$ cat src/rtl/mton_rd_dispatch_pkg.sv
// Shared constants for the M:N FIFO read-side dispatcher.
// Lane index width is derived from the lane count at elaboration.
package mtoN_pkg;

  localparam int CNT_W_DEF = 16;

  function automatic int lane_idx_w(input int n);
    return (n <= 1) ? 1 : $clog2(n);
  endfunction

endpackage

$ cat src/rtl/mton_rd_dispatch_rr_arbiter.sv
// Combinational round-robin picker: first requester at or after ptr.
// Produces a one-hot grant and its binary index.
module rr_arbiter #(
  parameter int N  = 2,
  parameter int IW = 1
) (
  input  logic [N-1:0]  req_i,
  input  logic [IW-1:0] ptr_i,
  output logic [N-1:0]  gnt_o,
  output logic [IW-1:0] idx_o
);

  logic [IW-1:0] k;

  // Scan from farthest to nearest so the nearest requester wins.
  always_comb begin
    gnt_o = '0;
    idx_o = '0;
    k     = '0;
    for (int off = N - 1; off >= 0; off--) begin
      k = IW'((int'(ptr_i) + off) % N);
      if (req_i[k]) begin
        gnt_o    = '0;
        gnt_o[k] = 1'b1;
        idx_o    = k;
      end
    end
  end

endmodule

$ cat src/rtl/mton_rd_dispatch.sv
// Pops FWFT FIFO words into a hold register and hands them to N lanes,
// round-robin or broadcast, with per-lane saturating transfer counters.
module mton_rd_dispatch
  import mtoN_pkg::*;
#(
  parameter int WIDTH     = 8,
  parameter int N_READERS = 2,
  parameter int CNT_W     = CNT_W_DEF
) (
  input  logic                       i_clk,
  input  logic                       i_rst,
  input  logic                       i_fifo_empty,
  input  logic [WIDTH-1:0]           i_fifo_data,
  output logic                       o_fifo_rd,
  input  logic [N_READERS-1:0]       i_lane_en,
  input  logic                       i_bcast,
  output logic [N_READERS-1:0]       o_rd_valid,
  output logic [N_READERS*WIDTH-1:0] o_rd_data,
  input  logic [N_READERS-1:0]       i_rd_ready,
  output logic [N_READERS*CNT_W-1:0] o_lane_cnt,
  output logic                       o_busy
);

  localparam int IW = lane_idx_w(N_READERS);

  logic                 hold_v_q, hold_v_d;
  logic [WIDTH-1:0]     hold_data_q;
  logic [N_READERS-1:0] lane_v_q, lane_v_d;
  logic [WIDTH-1:0]     lane_d_q [N_READERS];
  logic [IW-1:0]        rr_ptr_q, rr_ptr_d;
  logic [CNT_W-1:0]     cnt_q [N_READERS];

  logic [N_READERS-1:0] free, xfer, rr_gnt, load;
  logic [IW-1:0]        rr_idx;
  logic                 bcast_ok, grant, pop;

  assign free = i_lane_en & (~lane_v_q | i_rd_ready);
  assign xfer = lane_v_q & i_rd_ready;

  rr_arbiter #(
    .N  (N_READERS),
    .IW (IW)
  ) u_arb (
    .req_i (free),
    .ptr_i (rr_ptr_q),
    .gnt_o (rr_gnt),
    .idx_o (rr_idx)
  );

  // Broadcast waits until every enabled lane can accept at once.
  assign bcast_ok = (|i_lane_en) & (&(free | ~i_lane_en));

  always_comb begin
    load = '0;
    if (hold_v_q) begin
      if (i_bcast) begin
        if (bcast_ok) load = i_lane_en;
      end else begin
        load = rr_gnt;
      end
    end
  end

  assign grant = |load;
  assign pop   = ~i_rst & ~i_fifo_empty & (~hold_v_q | grant);

  always_comb begin
    hold_v_d = hold_v_q;
    if (pop)        hold_v_d = 1'b1;
    else if (grant) hold_v_d = 1'b0;
    lane_v_d = load | (lane_v_q & ~xfer);
    rr_ptr_d = rr_ptr_q;
    if (!i_bcast && grant) begin
      if (rr_idx == IW'(N_READERS - 1)) rr_ptr_d = '0;
      else                              rr_ptr_d = rr_idx + IW'(1);
    end
  end

  always_ff @(posedge i_clk) begin
    if (i_rst) begin
      hold_v_q <= 1'b0;
      lane_v_q <= '0;
      rr_ptr_q <= '0;
      for (int k = 0; k < N_READERS; k++) cnt_q[k] <= '0;
    end else begin
      hold_v_q <= hold_v_d;
      lane_v_q <= lane_v_d;
      rr_ptr_q <= rr_ptr_d;
      for (int k = 0; k < N_READERS; k++) begin
        if (xfer[k] && !(&cnt_q[k])) cnt_q[k] <= cnt_q[k] + CNT_W'(1);
      end
    end
  end

  always_ff @(posedge i_clk) begin
    if (pop) hold_data_q <= i_fifo_data;
    for (int k = 0; k < N_READERS; k++) begin
      if (load[k]) lane_d_q[k] <= hold_data_q;
    end
  end

  for (genvar g = 0; g < N_READERS; g++) begin : g_out
    assign o_rd_data[g*WIDTH +: WIDTH]  = lane_d_q[g];
    assign o_lane_cnt[g*CNT_W +: CNT_W] = cnt_q[g];
  end

  assign o_fifo_rd  = pop;
  assign o_rd_valid = lane_v_q;
  assign o_busy     = hold_v_q | (|lane_v_q);

endmodule

$ cat config.mk
export PLATFORM = sky130hd
export DESIGN_NAME = mton_rd_dispatch
export DESIGN_NICKNAME = d
export VERILOG_FILES = /design/src/rtl/mton_rd_dispatch_pkg.sv /design/src/rtl/mton_rd_dispatch_rr_arbiter.sv /design/src/rtl/mton_rd_dispatch.sv
export SDC_FILE = /design/constraint.sdc
export NUM_CORES = 1
export LEC_CHECK = 0
export BUFFER_PORTS_ARGS = -buffer_cell sky130_fd_sc_hd__buf_2
export CAP_MARGIN = 20
export CELL_PAD_IN_SITES_DETAIL_PLACEMENT = 0
export CELL_PAD_IN_SITES_GLOBAL_PLACEMENT = 1
export CORE_MARGIN = 3
export CORE_UTILIZATION = 40
export DETAILED_ROUTE_END_ITERATION = 12
export GPL_TIMING_DRIVEN = 0
export PLACE_DENSITY_LB_ADDON = 0.05
export SETUP_SLACK_MARGIN = 0.15
export SLEW_MARGIN = 30
export SYNTH_ARGS = -nofsm -noshare
export SYNTH_HDL_FRONTEND = slang
export SYNTH_SLANG_ARGS = --single-unit
export TNS_END_PERCENT = 30
$ cat constraint.sdc
create_clock -name i_clk -period 5.3 [get_ports i_clk]
set_input_delay 1.06 -clock i_clk [delete_from_list [all_inputs] [get_ports i_clk]]
set_output_delay 1.06 -clock i_clk [all_outputs]
set_load 0.1 [all_outputs]
==> Yosys cells after proc, flatten, opt, wreduce, memory -nomap -nowiden <==
Memory sizes are Yosys's and may differ from the RTL's.
Index checks and enable logic that the tools add are counted.
{ "classes": {"n_addsub": 4, "order_cmp": 4, "mux": 32, "bitwise_logic": 19, "n_reduce_logical": 15} }
{ "ops": {"columns": ["operator", "n"], "rows": [
  ["adder 16 x 1 -> 16 bit, second input constant", 2],
  ["two-way mux 16 bit", 2],
  ["AND reduction 16 bit", 2],
  ["two-way mux 1 bit", 23],
  ["two-way mux 2 bit", 5],
  ["AND 2 bit", 3],
  ["inverter 2 bit", 3],
  ["OR 2 bit", 3],
  ["OR reduction 2 bit", 3],
  ["logical AND 1 bit", 5],
  ["< comparator 1 x 2 -> 1 bit, second input constant", 2],
  ["OR 1 bit", 4],
  ["AND 1 bit", 3],
  ["zero test 1 bit", 3],
  ["inverter 1 bit", 3],
  ["adder 1 bit, second input constant", 2],
  ["demux 1 bit (select 1 bit)", 2],
  ["greater-or-equal comparator 1 bit, second input constant", 2],
  ["AND reduction 2 bit", 1],
  ["nonzero test 2 bit", 1]
]} }
{ "totals": {"register_bits": 12, "mem_bits_rw": 48, "input_bits": 16, "out_inout_bits": 52, "elab_cells": 80, "mem_count": 2} }
{ "memory_table": {"columns": ["name", "words", "word_bits", "rd", "rd_ports_with_merged_regs", "wr", "line_no", "text"], "rows": [
  ["cnt_q", 2, 16, 2, 0, 2, "mton_rd_dispatch.sv:31", "logic [CNT_W-1:0] cnt_q [N_READERS];"],
  ["lane_d_q", 2, 8, 2, 0, 2, "mton_rd_dispatch.sv:29", "logic [WIDTH-1:0] lane_d_q [N_READERS];"]
]} }

==> Depth between registers and ports, before layout <==
{ "depth": {"ltp_word": 13, "depth_mapped": 6, "depth_no_buf": 5} }

==> Modules after synthesis <==
Synthesis repeated with hierarchy kept, for this count alone.
{ "unflattened": {"cells_unflattened": 209, "area_unflattened_um2": 2715.1} }
{ "by_module_without_submodules": {"columns": ["module", "n_inst", "cells_per_inst", "area_per_inst_um2"], "rows": [
  ["mton_rd_dispatch", 1, 205, 2688.8],
  ["rr_arbiter", 1, 4, 26.3]
]} }

==> Worst setup path after synthesis <==
No wires, ideal clock.
{ "synth_path": {"path_type": "input to output", "from": "input i_rd_ready[1]", "to": "output o_fifo_rd", "arrival_ns": 4.665, "slack_ns": -0.425, "stages": 4, "path_buffers": 0, "cell_sequence": "nand2b_1 -> mux2_2 -> a21o_1 -> a311oi_1"} }
{ "synth_between": {"elab_chain_cells": 11, "word_cells_on_any_way": 17, "cone_classes": "9 x mux; 6 x bitwise; 2 x reduce/logical"} }
{ "synth_lines": {"columns": ["item", "line_no", "text"], "rows": [
  ["from (decl)", "mton_rd_dispatch.sv:19", "input logic [N_READERS-1:0] i_rd_ready,"],
  ["OR 2 bit (*)", "mton_rd_dispatch.sv:37", "assign free = i_lane_en & (~lane_v_q | i_rd_ready);"],
  ["AND 2 bit (*)", "mton_rd_dispatch.sv:37", null],
  ["two-way mux 1 bit (implied by the code) / OR 2 bit (equally long branches)", "mton_rd_dispatch_rr_arbiter.sv:22, mton_rd_dispatch.sv:51", null],
  ["two-way mux 1 bit (implied by the code) / AND reduction 2 bit (equally long branches)", "mton_rd_dispatch_rr_arbiter.sv:22, mton_rd_dispatch.sv:51", null],
  ["two-way mux 2 bit / AND 1 bit (equally long branches)", "mton_rd_dispatch_rr_arbiter.sv:22, mton_rd_dispatch.sv:51", null],
  ["two-way mux 2 bit, on equally long branches", "mton_rd_dispatch_rr_arbiter.sv:22, mton_rd_dispatch.sv:57", null],
  ["two-way mux 2 bit (*)", "mton_rd_dispatch.sv:56", "if (i_bcast) begin"],
  ["two-way mux 2 bit (*)", "mton_rd_dispatch.sv:55", "if (hold_v_q) begin"],
  ["OR reduction 2 bit (*)", "mton_rd_dispatch.sv:64", "assign grant = |load;"],
  ["OR 1 bit (*)", "mton_rd_dispatch.sv:65", "assign pop = ~i_rst & ~i_fifo_empty & (~hold_v_q | grant);"],
  ["AND 1 bit (*)", "mton_rd_dispatch.sv:65", null],
  ["to (decl)", "mton_rd_dispatch.sv:14", "output logic o_fifo_rd,"]
]} }
Mark *: on every way between the ends. The rest lies on a longest branch, timed or not. The select of a mux whose other input is x is not followed.

==> Final worst setup path <==
Ends and elaborated chain as after synthesis.

==> results.json <==
{
  "outcome": "finished clean",
  "ctsResizeCount": 0,
  "dp_hpwl_um": 3940,
  "syn-instance-count": 212,
  "hold_path_class": "reg2reg",
  "post-route-min-period_ns": 4.21,
  "postCtsSetupBuffers": 0,
  "clock_sinks": 60,
  "fill_cells": 576,
  "clockBufferDepth": 2,
  "coreArea_um2": 6490,
  "layout.area.seq_um2": 1760,
  "finalSetupTns_ns": 0,
  "cp_top_family": "compound AO/OA/AOI/OAI gates",
  "vias": 1955,
  "power_leakage_uw": 0.00124,
  "worst_pin_slew_ns": 0.800,
  "die_h_um": 88.7,
  "antenna_found_initial": 0,
  "gp_congestion": 0.724,
  "ys_types": 38,
  "syn_area_per_cell_um2": 12.9,
  "initialDrtViolationCount": 87,
  "cp.arrival_ns": 3.15,
  "drive_gt1_frac": 0.323,
  "ir_worst_vdd_mv": 0.145,
  "track_usage": 0.153,
  "final-setup-viol-count": 0,
  "grt_pass1_wl_um": 9070,
  "period_share": 0.793,
  "synth_area_leaders": "edfxtp_1, xnor2_1, a21oi_1",
  "slowest_stage": "a311oi_2",
  "instances_no_fill": 371,
  "cts_root_buf": "clkbuf_8",
  "synth_seq_cells": 60,
  "antenna_cells": 0,
  "slew_headroom": 0.467,
  "htreeDepth": 3,
  "die_w_um": 88.7,
  "drc": 0,
  "worstSkewPairLatency_ns": 0.34,
  "area_growth_pct": 23.1,
  "initial_utilization": 0.421,
  "max_cap_viol_count": 0,
  "grt_pass1_vias": 1841,
  "rsz0062_at_grt": "no",
  "synth_warnings": 0,
  "port_buffers": 66,
  "rows": 29,
  "fin_skew_ns": 0.00842,
  "synth_nets": 230,
  "clkSlewWorstSetupHoldPaths_ns": 0.07,
  "cp_max_fo": 9,
  "max_freq_mhz": 238,
  "multi_input_area_um2": 900,
  "ios": 68,
  "cp-end-kind": "output port",
  "routed_wl_um": 5810,
  "required_ns": 4.24,
  "path_common_cell": "buf_2",
  "gr-total-overflow": 0,
  "holdBufCountCts": 0,
  "via_per_inst": 5.27,
  "synth_edf_count": 56,
  "startpoint_type": "input port",
  "dpl.cell_count": 355,
  "cp.buffers_inverters": 2,
  "p_per_area_nw_per_um2": 354,
  "antenna_left": 0,
  "synth_area_leader_cell": "edfxtp_1",
  "hold_viol_final": 0,
  "yosysSeqAreaShare": 0.644,
  "path_cells": "buf_2 > nand2b_1 > mux2_2 > a21o_1 > a311oi_2 > buf_2",
  "routedWlPerCell_um": 15.7,
  "critPathKind": "in2out",
  "async_reset_ff_frac": 0,
  "grt_start_max_net_pins": 17,
  "dieArea_um2": 7870,
  "ys.flop_type": "edfxtp_1",
  "nets": 307,
  "utilization": 0.519,
  "cts_buffers": 9,
  "slowest_delay_ns": 0.73,
  "cts_tree": "yes",
  "synth_top_area_share": 0.615,
  "dr.pass1.iters": 4,
  "final_max_slew_viol_count": 0,
  "syn_area_um2": 2740
}
## registers in the layout (all words and copies together), names as in the netlist
signal / cells
cnt_q: 32
o_rd_valid: 2
hold_data_q: 8
hold_v_q: 1
lane_d_q: 16
rr_ptr_q: 1
## cell usage in the layout, fill, tap and decap left out, drive strengths merged, types with 3 or more instances in the layout
| master | n |
|---|---|
| dfxtp | 4 |
| xor2 | 4 |
| and3 | 5 |
| nand2b | 4 |
| edfxtp | 56 |
| nand4 | 5 |
| clkinv | 3 |
| nor3 | 6 |
| nor2 | 7 |
| clkbuf | 12 |
| xnor2 | 23 |
| inv | 9 |
| a21oi | 32 |
| buf | 70 |
| nand3 | 13 |
| nand2 | 8 |
| nor4 | 9 |
## worst paths after layout
check                        startpoint                         end  slack [ns]  cells past startpoint
max                       i_rd_ready[1]                   o_fifo_rd        1.09                      6
min            hold_data_q[0]$_DFFE_PP_    lane_d_q[0][8]$_DFFE_PP_        0.45                      0
max reg2reg  cnt_q[0][16]$_SDFFCE_PN0P_  cnt_q[0][27]$_SDFFCE_PN0P_        2.81                      5
min reg2reg    hold_data_q[0]$_DFFE_PP_    lane_d_q[0][8]$_DFFE_PP_        0.45                      0
## final cells by class
class / count / area share
Clock inverter: 7 / 0.0227
Inverter: 8 / 0.00892
Multi-Input combinational cell: 137 / 0.267
Sequential cell: 60 / 0.523
Clock buffer: 9 / 0.0368
Tap cell: 77 / 0.0286
Timing Repair Buffer: 66 / 0.0981
Buffer: 7 / 0.0149
## Yosys cell counts (3+ instances only)
library cell	count
edfxtp_1	56
a21oi_1	32
xnor2_1	23
nand3_1	13
nor4_1	9
inv_1	8
nand2_1	8
nor2_1	7
nor3_1	6
and3_1	4
dfxtp_1	4
nand2b_1	4
nand4_1	4
xor2_1	4
buf_6	3
clkbuf_1	3
## routing by layer
metal / track usage / share of wire / vias up
li1: - / - / 953
met4: 0.0755 / 0.017 / 0
met1: 0.211 / 0.47 / 935
met5: 0 / 0 / -
met2: 0.227 / 0.47 / 56
met3: 0.0363 / 0.043 / 11
## through the flow
| stage | hold WS [ns] | worst slack (ns) | power, uW | cell area, um^2 |
|---|---|---|---|---|
| floorplan | 0.421 | 0.798 | 752 | 2740 |
| global placement | 0.423 | 1.05 | 789 | 3170 |
| detailed placement | 0.432 | 1.08 | 790 | 3170 |
| CTS | 0.449 | 1.08 | 1200 | 3370 |
| global route | 0.465 | 0.937 | 1230 | 3370 |
| finish | 0.447 | 1.09 | 1190 | 3370 |
## kinds of logic (layout without fill, tap and decap cells)
kind of cell | after synthesis | after routing | synth area share
AOI/OAI and AO/OA | 44 | 44 | 0.0952
muxes | 2 | 2 | 0.00778
and+or+nand+nor | 62 | 62 | 0.128
buffers and inverters | 15 | 97 | 0.0293
DFF | 60 | 60 | 0.644
adders and majority gates | 2 | 2 | 0.00915
xor gates and xnor gates | 27 | 27 | 0.0865
## where the power goes
group,total [uW],switching (uW),leakage (uW),internal [uW]
clock,415,196,0.0000958,219
sequential,565,21.5,0.000586,543
combinational,214,181,0.000558,33.0
Note: power is estimated with default switching activity, not from simulation.
